==> src/rtl/hazard_ctrl_if.sv <==
// Pipeline-to-hazard-controller bundle: DE decode info, AGEX branch
// resolution, WB retire info, and the stall/flush/redirect controls.
// master = pipeline side, slave = hazard controller side.
interface hazard_ctrl_if;
   logic       de_valid;
   logic [4:0] de_rs1;
   logic [4:0] de_rs2;
   logic       de_use_rs1;
   logic       de_use_rs2;
   logic       de_wr_reg;
   logic [4:0] de_rd;
   logic       de_is_branch;
   logic       agex_br_resolve;
   logic       agex_br_taken;
   logic       wb_valid;
   logic       wb_wr_reg;
   logic [4:0] wb_rd;
   logic       stall_de;
   logic       stall_fe;
   logic       issue;
   logic       flush_de;
   logic       redirect_fe;

   modport master (
      output de_valid, de_rs1, de_rs2, de_use_rs1, de_use_rs2, de_wr_reg, de_rd,
             de_is_branch, agex_br_resolve, agex_br_taken, wb_valid, wb_wr_reg, wb_rd,
      input  stall_de, stall_fe, issue, flush_de, redirect_fe
   );

   modport slave (
      input  de_valid, de_rs1, de_rs2, de_use_rs1, de_use_rs2, de_wr_reg, de_rd,
             de_is_branch, agex_br_resolve, agex_br_taken, wb_valid, wb_wr_reg, wb_rd,
      output stall_de, stall_fe, issue, flush_de, redirect_fe
   );
endinterface

==> src/rtl/hazard_ctrl.sv <==
// Hazard controller: per-register pending-write scoreboard for RAW and
// counter-saturation stalls, plus a RUN/BR_WAIT/FLUSH branch FSM.
// Optional feature macro: HAZARD_PERF_EN enables the stall/flush
// performance counters; without it both counters read as constant 0.
module hazard_ctrl #(
   parameter int SB_CNT_W = 2,
   parameter int PERF_W   = 32
) (
   input  logic              clk,
   input  logic              reset,
   hazard_ctrl_if.slave      bus,
   output logic [PERF_W-1:0] stall_cycles,
   output logic [PERF_W-1:0] flush_count
);

   typedef enum logic [1:0] {RUN = 2'd0, BR_WAIT = 2'd1, FLUSH = 2'd2} state_t;

   localparam logic [SB_CNT_W-1:0] CNT_MAX = '1;

   state_t              state, state_next, state_eff;
   logic [SB_CNT_W-1:0] sb_cnt [32];
   logic                rs1_busy, rs2_busy, src_busy, sat_hazard;
   logic                stall_int, issue_int;
   logic [31:0]         inc_vec, dec_vec;

   // Hazard detection from registered state; reset presents the cleared state.
   always_comb begin
      state_eff  = reset ? RUN : state;
      rs1_busy   = !reset && bus.de_use_rs1 && (bus.de_rs1 != 5'd0) && (sb_cnt[bus.de_rs1] != '0);
      rs2_busy   = !reset && bus.de_use_rs2 && (bus.de_rs2 != 5'd0) && (sb_cnt[bus.de_rs2] != '0);
      src_busy   = rs1_busy || rs2_busy;
      sat_hazard = !reset && bus.de_wr_reg && (bus.de_rd != 5'd0) && (sb_cnt[bus.de_rd] == CNT_MAX);
      stall_int  = bus.de_valid && (src_busy || sat_hazard || (state_eff != RUN));
      issue_int  = bus.de_valid && !stall_int;
   end

   assign bus.stall_de = stall_int;
   assign bus.issue    = issue_int;

   // Per-register increment (issued write) and decrement (retired write) requests.
   always_comb begin
      inc_vec = '0;
      dec_vec = '0;
      for (int i = 1; i < 32; i++) begin
         inc_vec[i] = issue_int && bus.de_wr_reg && (bus.de_rd == 5'(i));
         dec_vec[i] = bus.wb_valid && bus.wb_wr_reg && (bus.wb_rd == 5'(i)) && (sb_cnt[i] != '0);
      end
   end

   // Scoreboard counters; entry 0 is held at zero so x0 is never busy.
   // NOTE: the scoreboard is a bank of flops, not a RAM, so it is cleared on reset like any other state.
   always_ff @(posedge clk) begin
      for (int i = 0; i < 32; i++) begin
         if (reset || (i == 0))
            sb_cnt[i] <= '0;
         else if (inc_vec[i] && !dec_vec[i])
            sb_cnt[i] <= sb_cnt[i] + SB_CNT_W'(1);
         else if (dec_vec[i] && !inc_vec[i])
            sb_cnt[i] <= sb_cnt[i] - SB_CNT_W'(1);
      end
   end

   // Branch FSM state register.
   // NOTE: sequential state uses non-blocking assignments so every flop samples pre-edge values.
   always_ff @(posedge clk) begin
      if (reset) state <= RUN;
      else       state <= state_next;
   end

   // Branch FSM next-state logic; resolve is only meaningful in BR_WAIT.
   // NOTE: every combinational output gets a default first, so no path can infer a latch.
   always_comb begin
      state_next = state;
      case (state)
         RUN:     if (issue_int && bus.de_is_branch) state_next = BR_WAIT;
         BR_WAIT: if (bus.agex_br_resolve) state_next = bus.agex_br_taken ? FLUSH : RUN;
         FLUSH:   state_next = RUN;
         default: state_next = RUN;
      endcase
   end

   // Branch FSM outputs; reset forces the RUN view so no redirect escapes.
   always_comb begin
      bus.stall_fe    = 1'b0;
      bus.flush_de    = 1'b0;
      bus.redirect_fe = 1'b0;
      case (state_eff)
         BR_WAIT: bus.stall_fe = 1'b1;
         FLUSH: begin
            bus.stall_fe    = 1'b1;
            bus.flush_de    = 1'b1;
            bus.redirect_fe = 1'b1;
         end
         default: ;
      endcase
   end

`ifdef HAZARD_PERF_EN
   // Performance counters: DE stall cycles and FLUSH cycles, wrapping.
   always_ff @(posedge clk) begin
      if (reset) begin
         stall_cycles <= '0;
         flush_count  <= '0;
      end else begin
         if (stall_int)      stall_cycles <= stall_cycles + PERF_W'(1);
         if (state == FLUSH) flush_count  <= flush_count + PERF_W'(1);
      end
   end
`else
   assign stall_cycles = '0;
   assign flush_count  = '0;
`endif

endmodule

==> src/flat_wrapper.sv <==
// flat-port wrapper written by rule: the top's interface ports become plain ports
module hazard_ctrl_flat 
#(
   parameter int SB_CNT_W = 2,
   parameter int PERF_W   = 32
)
  (clk, reset, stall_cycles, flush_count, bus_de_valid, bus_de_rs1, bus_de_rs2, bus_de_use_rs1, bus_de_use_rs2, bus_de_wr_reg, bus_de_rd, bus_de_is_branch, bus_agex_br_resolve, bus_agex_br_taken, bus_wb_valid, bus_wb_wr_reg, bus_wb_rd, bus_stall_de, bus_stall_fe, bus_issue, bus_flush_de, bus_redirect_fe);
  hazard_ctrl_if bus_i ();
  input  logic clk;
  input  logic reset;
  output logic [PERF_W-1:0] stall_cycles;
  output logic [PERF_W-1:0] flush_count;
  input wire logic [$bits(bus_i.de_valid)-1:0] bus_de_valid;
  input wire logic [$bits(bus_i.de_rs1)-1:0] bus_de_rs1;
  input wire logic [$bits(bus_i.de_rs2)-1:0] bus_de_rs2;
  input wire logic [$bits(bus_i.de_use_rs1)-1:0] bus_de_use_rs1;
  input wire logic [$bits(bus_i.de_use_rs2)-1:0] bus_de_use_rs2;
  input wire logic [$bits(bus_i.de_wr_reg)-1:0] bus_de_wr_reg;
  input wire logic [$bits(bus_i.de_rd)-1:0] bus_de_rd;
  input wire logic [$bits(bus_i.de_is_branch)-1:0] bus_de_is_branch;
  input wire logic [$bits(bus_i.agex_br_resolve)-1:0] bus_agex_br_resolve;
  input wire logic [$bits(bus_i.agex_br_taken)-1:0] bus_agex_br_taken;
  input wire logic [$bits(bus_i.wb_valid)-1:0] bus_wb_valid;
  input wire logic [$bits(bus_i.wb_wr_reg)-1:0] bus_wb_wr_reg;
  input wire logic [$bits(bus_i.wb_rd)-1:0] bus_wb_rd;
  output wire logic [$bits(bus_i.stall_de)-1:0] bus_stall_de;
  output wire logic [$bits(bus_i.stall_fe)-1:0] bus_stall_fe;
  output wire logic [$bits(bus_i.issue)-1:0] bus_issue;
  output wire logic [$bits(bus_i.flush_de)-1:0] bus_flush_de;
  output wire logic [$bits(bus_i.redirect_fe)-1:0] bus_redirect_fe;
  assign bus_i.de_valid = bus_de_valid;
  assign bus_i.de_rs1 = bus_de_rs1;
  assign bus_i.de_rs2 = bus_de_rs2;
  assign bus_i.de_use_rs1 = bus_de_use_rs1;
  assign bus_i.de_use_rs2 = bus_de_use_rs2;
  assign bus_i.de_wr_reg = bus_de_wr_reg;
  assign bus_i.de_rd = bus_de_rd;
  assign bus_i.de_is_branch = bus_de_is_branch;
  assign bus_i.agex_br_resolve = bus_agex_br_resolve;
  assign bus_i.agex_br_taken = bus_agex_br_taken;
  assign bus_i.wb_valid = bus_wb_valid;
  assign bus_i.wb_wr_reg = bus_wb_wr_reg;
  assign bus_i.wb_rd = bus_wb_rd;
  assign bus_stall_de = bus_i.stall_de;
  assign bus_stall_fe = bus_i.stall_fe;
  assign bus_issue = bus_i.issue;
  assign bus_flush_de = bus_i.flush_de;
  assign bus_redirect_fe = bus_i.redirect_fe;
  hazard_ctrl #(.SB_CNT_W(SB_CNT_W), .PERF_W(PERF_W)) u_core (.clk(clk), .reset(reset), .bus(bus_i), .stall_cycles(stall_cycles), .flush_count(flush_count));
endmodule
==> config.mk <==
export PLATFORM = sky130hd
export DESIGN_NAME = hazard_ctrl_flat
export DESIGN_NICKNAME = d
export VERILOG_FILES = /design/src/rtl/hazard_ctrl_if.sv /design/src/rtl/hazard_ctrl.sv /design/src/flat_wrapper.sv
export SDC_FILE = /design/constraint.sdc
export NUM_CORES = 1
export LEC_CHECK = 0
export BUFFER_PORTS_ARGS = -buffer_cell sky130_fd_sc_hd__buf_4
export CAP_MARGIN = 20
export CORE_UTILIZATION = 65
export CTS_BUF_LIST = sky130_fd_sc_hd__clkbuf_8
export DETAILED_ROUTE_END_ITERATION = 8
export PLACE_DENSITY = 0.89
export SYNTH_ARGS = -nofsm -noshare
export SYNTH_HDL_FRONTEND = slang
export SYNTH_SLANG_ARGS = --single-unit
==> constraint.sdc <==
create_clock -name clk -period 5.1 [get_ports clk]
set_input_delay 0.51 -clock clk [delete_from_list [all_inputs] [get_ports clk]]
set_output_delay 0.51 -clock clk [all_outputs]
set_load 0.05 [all_outputs]
==> metrics.cfg, run 1 <==
[clocking]
cts_setup_buffers = 0
clk_latency_ns = 0.38
clk_pin_slew_worst_paths_ns = 0.07
cts-hold-fix-buffers = 0
clk_path_buf_depth = 2
htreeDepth = 3
tritoncts = yes
cts_sinks = 64
root_buffer = clkbuf_8
cts-resized-gates = 0
cts_buffers = 9

[logic_synthesis]
ys_ff_latch = 64
synth_seq_area_share = 0.272
ys_warn_count = 0
yosysMostFrequentCell = inv_1
synth_compound_area_frac = 0.225
synth_area_leader_cell = edfxtp_1
syn-cell-area_sq_um = 6980
ys_types = 74
synth_xor_area_frac = 0.00125
netlist.area_leader.share = 0.267
synth-edff-count = 62
synth_top_family_by_area = simple AND/OR/NAND/NOR gates
synth_commonest_cells = 70 x inv_1, 68 x buf_4, 68 x nand3_1, 62 x edfxtp_1, 50 x nor2_1
synthArstFlopShare = 0
yosys.area_share.adder = 0.0574
synthMuxAreaShare = 0.0522
netlist_top_cells_area = edfxtp_1 27%, buf_4 7.3%, ha_1 5.7%, nand3_1 4.9%, a211oi_2 4.8%
synth_cells = 804
synth_area_per_cell_sq_um = 8.68
yosys.area_share.simple = 0.243
synth_flop_cell = edfxtp_1

[sta]
max_slew_margin = 0.314
rsz0062_at_grt = false
tns_ns = 0
setup_violations = 0
timing.final.hold_violations = 0
tightest_slew_ns = 1.03
min_period_ns = 3.70
final_max_slew_viol_count = 0
fmax_ghz = 0.271
finalCritPeriodShare = 0.725
fin_skew_ns = 0.00474

[final_layout]
nNetsFinal = 870
layout-drive-gt1-share = 0.134
area_growth_pct = 1.54
post-route-util = 0.684
antennaDiodeCount = 0

[die]
die_w_um = 106
die_h_um = 106
io_pins = 100
core_area_sq_um = 10400
start_util = 0.673
row_count = 37
dieArea_sq_um = 11200

[hold_path]
min_path_cells = 3
hold_path_class = input pin to flip-flop

[placement]
portBuffers = 35
dp_hpwl_mm = 14.9
gp_congestion = 1.01

[critical_path]
slowest_stage = nor4b_4
required_ns = 4.59
crit_family = simple AND/OR/NAND/NOR gates
critPathLaunchType = flip-flop
worstPathMaxFanout = 25
ff2ff_path_depth = 8
cp_common_cell = buf_4
end_kind = output pin
cp.arrival_ns = 3.19
max_stage_delay_ns = 0.71
path_cells = nor2_1 -> mux4_2 -> nor3b_1 -> nor4b_4 -> nand2_1 -> buf_4 -> a21boi_1 -> buf_4
critPathBufInv = 2
crit_type = flip-flop to output pin
worst-path-stages = 8

[grt]
grt_pass1_vias = 6399
antenna_found_initial = 0
grt_pass1_wl_mm = 31.9
grt_usage = 0.368
grt_max_degree = 43
overflow = 0

[routing]
via_per_inst = 6.99
drc = 0
postRouteAntennaNets = 0
totalWireLength_mm = 20.0
vias = 6628
wl_per_cell_um = 21.1
first_pass_iters = 6
drt_iter0_markers = 744

[run]
maxCapViolCount = 0

[power_and_ir_drop]
power.density_nw_per_um2 = 197
leakagePower_uw = 0.00259
peakVddDrop_mv = 0.154

[run_status]
status = complete, no violations

[path summary, 6_finish.rpt]
check                                startpoint                             to  slack [ns]
max reg2reg  u_core.sb_cnt[16][1]$_SDFFCE_PN0P_  u_core.sb_cnt[5][1]$_DFFE_PP_        1.75
max          u_core.sb_cnt[16][0]$_SDFFCE_PN0P_                   bus_stall_de        1.40
min                           bus_agex_br_taken   u_core.state[1]$_SDFFE_PP0P_        0.37
min reg2reg        u_core.state[1]$_SDFFE_PP0P_   u_core.state[1]$_SDFFE_PP0P_        0.50
[cell families after synthesis]
family,Yosys count
AO/OA/AOI/OAI,189
XOR/XNOR,1
adder cells (fa/ha/maj),32
buffers and inverters,184
flip-flops,64
multiplexers,21
other,1
AND/OR/NAND/NOR,312
[cell usage in the layout (no fill, tap or decap), types with 6 or more instances in the layout]
| master | netlist | final |
|---|---|---|
| a211o_1 | 12 | 12 |
| a211oi_1 | 13 | 13 |
| a211oi_2 | 27 | 27 |
| a21o_1 | 16 | 16 |
| a21oi_1 | 31 | 31 |
| a31o_1 | 6 | 6 |
| and3_1 | 7 | 7 |
| buf_4 | 68 | 42 |
| clkbuf_8 | 0 | 9 |
| conb_1 | 1 | 64 |
| edfxtp_1 | 62 | 62 |
| ha_1 | 32 | 32 |
| inv_1 | 70 | 76 |
| mux2i_1 | 6 | 6 |
| mux4_2 | 12 | 12 |
| nand2_1 | 40 | 40 |
| nand2b_1 | 9 | 9 |
| nand3_1 | 68 | 68 |
| nand4_1 | 28 | 28 |
| nor2_1 | 50 | 50 |
| nor3_1 | 30 | 30 |
| nor3b_1 | 6 | 6 |
| o21ai_0 | 9 | 9 |
| o311ai_0 | 9 | 9 |
| o31ai_1 | 9 | 9 |
| o41ai_1 | 8 | 8 |
| or3_1 | 34 | 34 |
| or4_1 | 8 | 8 |
[metal layers]
metal  vias up  wire (um)  GRT usage
met5         -          0          0
met4         0       1180      0.257
met1      3080       7120      0.443
met2       491       9460      0.590
met3       108       2200     0.0748
li1       2949          -          -
[power by group]
group          internal, uW  switching (uW)  total, uW  leakage (uW)
Combinational          97.6             312        409       0.00184
Sequential              596            25.2        621      0.000657
Clock                   164             199        363     0.0000982
Total                   857             536       1390       0.00259
[sequential cells by signal (all words and copies together) (netlist names)]
register,cells
u_core.sb_cnt,62
u_core.state,2
[tightest hold or removal path, stage by stage]
cell     delay, ns
buf_4         0.11
nand2_1       0.05
nor3_1        0.04
[stage by stage]
step / total power [uW] / hold WS (ns) / setup WS, ns / instances / area, sq um
2_1_floorplan: 984 / 0.443 / 1.45 / 867 / 7220
3_3_place_gp: 1010 / 0.453 / 1.59 / 932 / 6940
3_5_place_dp: 1030 / 0.483 / 1.54 / 932 / 6940
4_1_cts: 1390 / 0.357 / 1.44 / 948 / 7090
5_1_grt: 1430 / 0.381 / 1.28 / 948 / 7090
6_report: 1390 / 0.370 / 1.40 / 948 / 7090
[area by class of cell]
type                            count  area (sq um)
Multi-Input combinational cell    619          4280
Fill cell                         851          3280
Sequential cell                    64          1900
Timing Repair Buffer               42           315
Inverter                           71           267
Tap cell                          136           170
Clock buffer                        9           124
Clock inverter                      7          26.3
No activity file was read; power rests on OpenSTA's default activity.
==> run 2, diff against run 1 <==
CORE_UTILIZATION = 61   (was 65)
PLACE_DENSITY = 0.84   (was 0.89)
clock period = 3.5 ns   (was 5.1 ns; I/O delays follow)
==> run 2 against run 1 <==
Compared with the run above:
- die area up 6.4%
- sequential share of layout area is 0.52 points lower
- highest routed layer unchanged
- register-to-register slack worse by 1.4 ns
- clock power up 75%
- sequential power is 46% higher
==> metrics.cfg, run 2 (same netlist as run 1, synthesis figures left out) <==
[final_layout]
layout-drive-gt1-share = 0.149  ; +0.0144
fill_cells = 946  ; +11%
largest_reg_flops = 62  ; unchanged
multi_input_area_sq_um = 4300  ; +0.35%
antennaDiodeCount = 0  ; unchanged
final_cell_mix = 72 x inv_1, 68 x nand3_1, 64 x conb_1, 62 x edfxtp_1, 50 x nor2_1
layout_commonest_cell = inv_1
nNetsFinal = 879  ; +1.0%
reg.largest.list = u_core.sb_cnt (62), u_core.state (2)
largest_register = u_core.sb_cnt
seqCellArea_sq_um = 1900  ; unchanged
fin_cells = 961  ; +1.4%
area_growth_pct = 3.57
post-route-util = 0.658  ; -0.0253

[hold_path]
hold_end = u_core.state[1]$_SDFFE_PP0P_
hold_path_class = input pin to flip-flop
min_path_cells = 3  ; unchanged
hp-start = bus_agex_br_taken

[grt]
grt_usage = 0.368  ; about the same
grt_max_degree = 62  ; +44%
antenna_found_initial = 0  ; unchanged
grt_pass1_wl_mm = 32.3  ; +1.4%
overflow = 0  ; unchanged
grt_pass1_vias = 5995  ; -6.3%

[power_and_ir_drop]
peakVddDrop_mv = 0.246  ; +60%
leakagePower_uw = 0.00265  ; +2.2%
power.density_nw_per_um2 = 300  ; +53%

[critical_path]
critPathLaunchType = flip-flop
r2r_slack_ns = 0.36  ; -1.39 ns
worstPathMaxFanout = 15  ; -40%
required_ns = 3.15  ; -1.44 ns
cp.arrival_ns = 3.04  ; -0.15 ns
ff2ff_path_depth = 7  ; -1
reg2reg_to = u_core.sb_cnt[16][0]$_SDFFCE_PN0P_
r2r_start = u_core.sb_cnt[2][0]$_DFFE_PP_
end_kind = output pin
crit_type = flip-flop to output pin

[run_status]
status = complete, no violations

[die]
row_count = 38  ; +2.7%
dieArea_sq_um = 11900  ; +6.4%
core_area_sq_um = 11000  ; +5.9%
die_w_um = 109  ; +3.2%
start_util = 0.636  ; -0.0376
die_h_um = 109  ; +3.2%
io_pins = 100  ; unchanged

[clocking]
htreeDepth = 3  ; unchanged
cts_sinks = 64  ; unchanged
clk_pin_slew_worst_paths_ns = 0.08  ; about the same
cts-resized-gates = 0  ; unchanged
clk_latency_ns = 0.38  ; about the same
cts_buffers = 9  ; unchanged
cts-hold-fix-buffers = 0  ; unchanged
clk_path_buf_depth = 2  ; unchanged
root_buffer = clkbuf_8
cts_setup_buffers = 0  ; unchanged
tritoncts = yes

[placement]
dpl.cell_count = 945  ; +1.4%
dp_hpwl_mm = 16.1  ; +8.0%
gp_congestion = 0.971  ; -4.0%
portBuffers = 35  ; unchanged

[sta]
min_period_ns = 3.39
setup_violations = 0  ; unchanged
tightest_slew_ns = 0.851  ; -0.176 ns
fmax_ghz = 0.295
rsz0062_at_grt = false
timing.final.hold_violations = 0  ; unchanged
tns_ns = 0  ; unchanged
final_max_slew_viol_count = 0  ; unchanged
max_slew_margin = 0.432  ; +0.118
finalCritPeriodShare = 0.968
fin_skew_ns = 0.0120  ; +0.00725 ns

[routing]
drt_iter0_markers = 859  ; +15%
postRouteAntennaNets = 0  ; unchanged
vias = 6670  ; +0.63%
wl_per_cell_um = 22.4  ; +6.3%
totalWireLength_mm = 21.5  ; +7.8%
drc = 0  ; unchanged
first_pass_iters = 6  ; unchanged
via_per_inst = 6.94  ; -0.73%

[run]
maxCapViolCount = 0  ; unchanged

[run 2: cell count changes in the layout (fill, tap and decap cells not counted), sizes merged]
cell | previous run | this run
bufinv | 0 | 1
inv | 77 | 73
clkinv | 1 | 4
buf | 42 | 51
[run 2: worst max-delay path by stage]
stage / slack [ns] / from / cells after the start / end
floorplan: 0.17 / bus_de_rs1[0] / 9 / bus_stall_de
global placement: 0.39 / bus_de_rs1[0] / 8 / u_core.sb_cnt[4][0]$_DFFE_PP_
detailed placement: 0.27 / bus_de_rs2[0] / 9 / u_core.sb_cnt[15][0]$_DFFE_PP_
CTS: 0.16 / u_core.sb_cnt[23][0]$_DFFE_PP_ / 7 / bus_issue
global route: 0.08 / u_core.sb_cnt[23][0]$_DFFE_PP_ / 7 / bus_issue
finish: 0.11 / u_core.sb_cnt[23][0]$_DFFE_PP_ / 7 / bus_issue
[run 2: critical path, cell delays in order, from the launching register on]
cell and delay (ns):
edfxtp_1 0.43, nor2_1 0.13, mux4_2 0.49, a41o_1 0.25, or4_4 0.42, o211a_2 0.45
and3_1 0.27, buf_4 0.20
[run 2: report_power, final]
part           leakage, uW  internal [uW]  switching [uW]  total [uW]
combinational      0.00189            159             472         631
clock             0.000100            316             319         636
sequential        0.000657            868            36.7         904
total              0.00265           1340             828        2170
[run 2: area by class of cell]
type	count	share of cell area
clock inverter	7	0.00762
multi-input combinational	619	0.595
sequential	64	0.263
inverter	71	0.0369
timing repair buffer	51	0.0564
tap	140	0.0242
clock buffer	9	0.0171
[run 2: per-stage QoR]
stage	total power (uW)	hold slack [ns]	worst slack, ns	instance area [sq um]
2_1_floorplan	1430	0.443	0.167	7220
3_3_place_gp	1510	0.460	0.389	7040
3_5_place_dp	1530	0.481	0.272	7040
4_1_cts	2150	0.212	0.156	7210
5_1_grt	2240	0.210	0.0779	7230
6_report	2170	0.211	0.113	7230
[run 2: routing by layer]
metal  wire, um  GRT usage  vias up  share of wire
met2       9820      0.564      418           0.46
met3       2700      0.108       44           0.13
li1           -          -     2968              -
met1       8570      0.502     3240           0.40
met5          0          0        -              0
met4        428      0.108        0          0.020
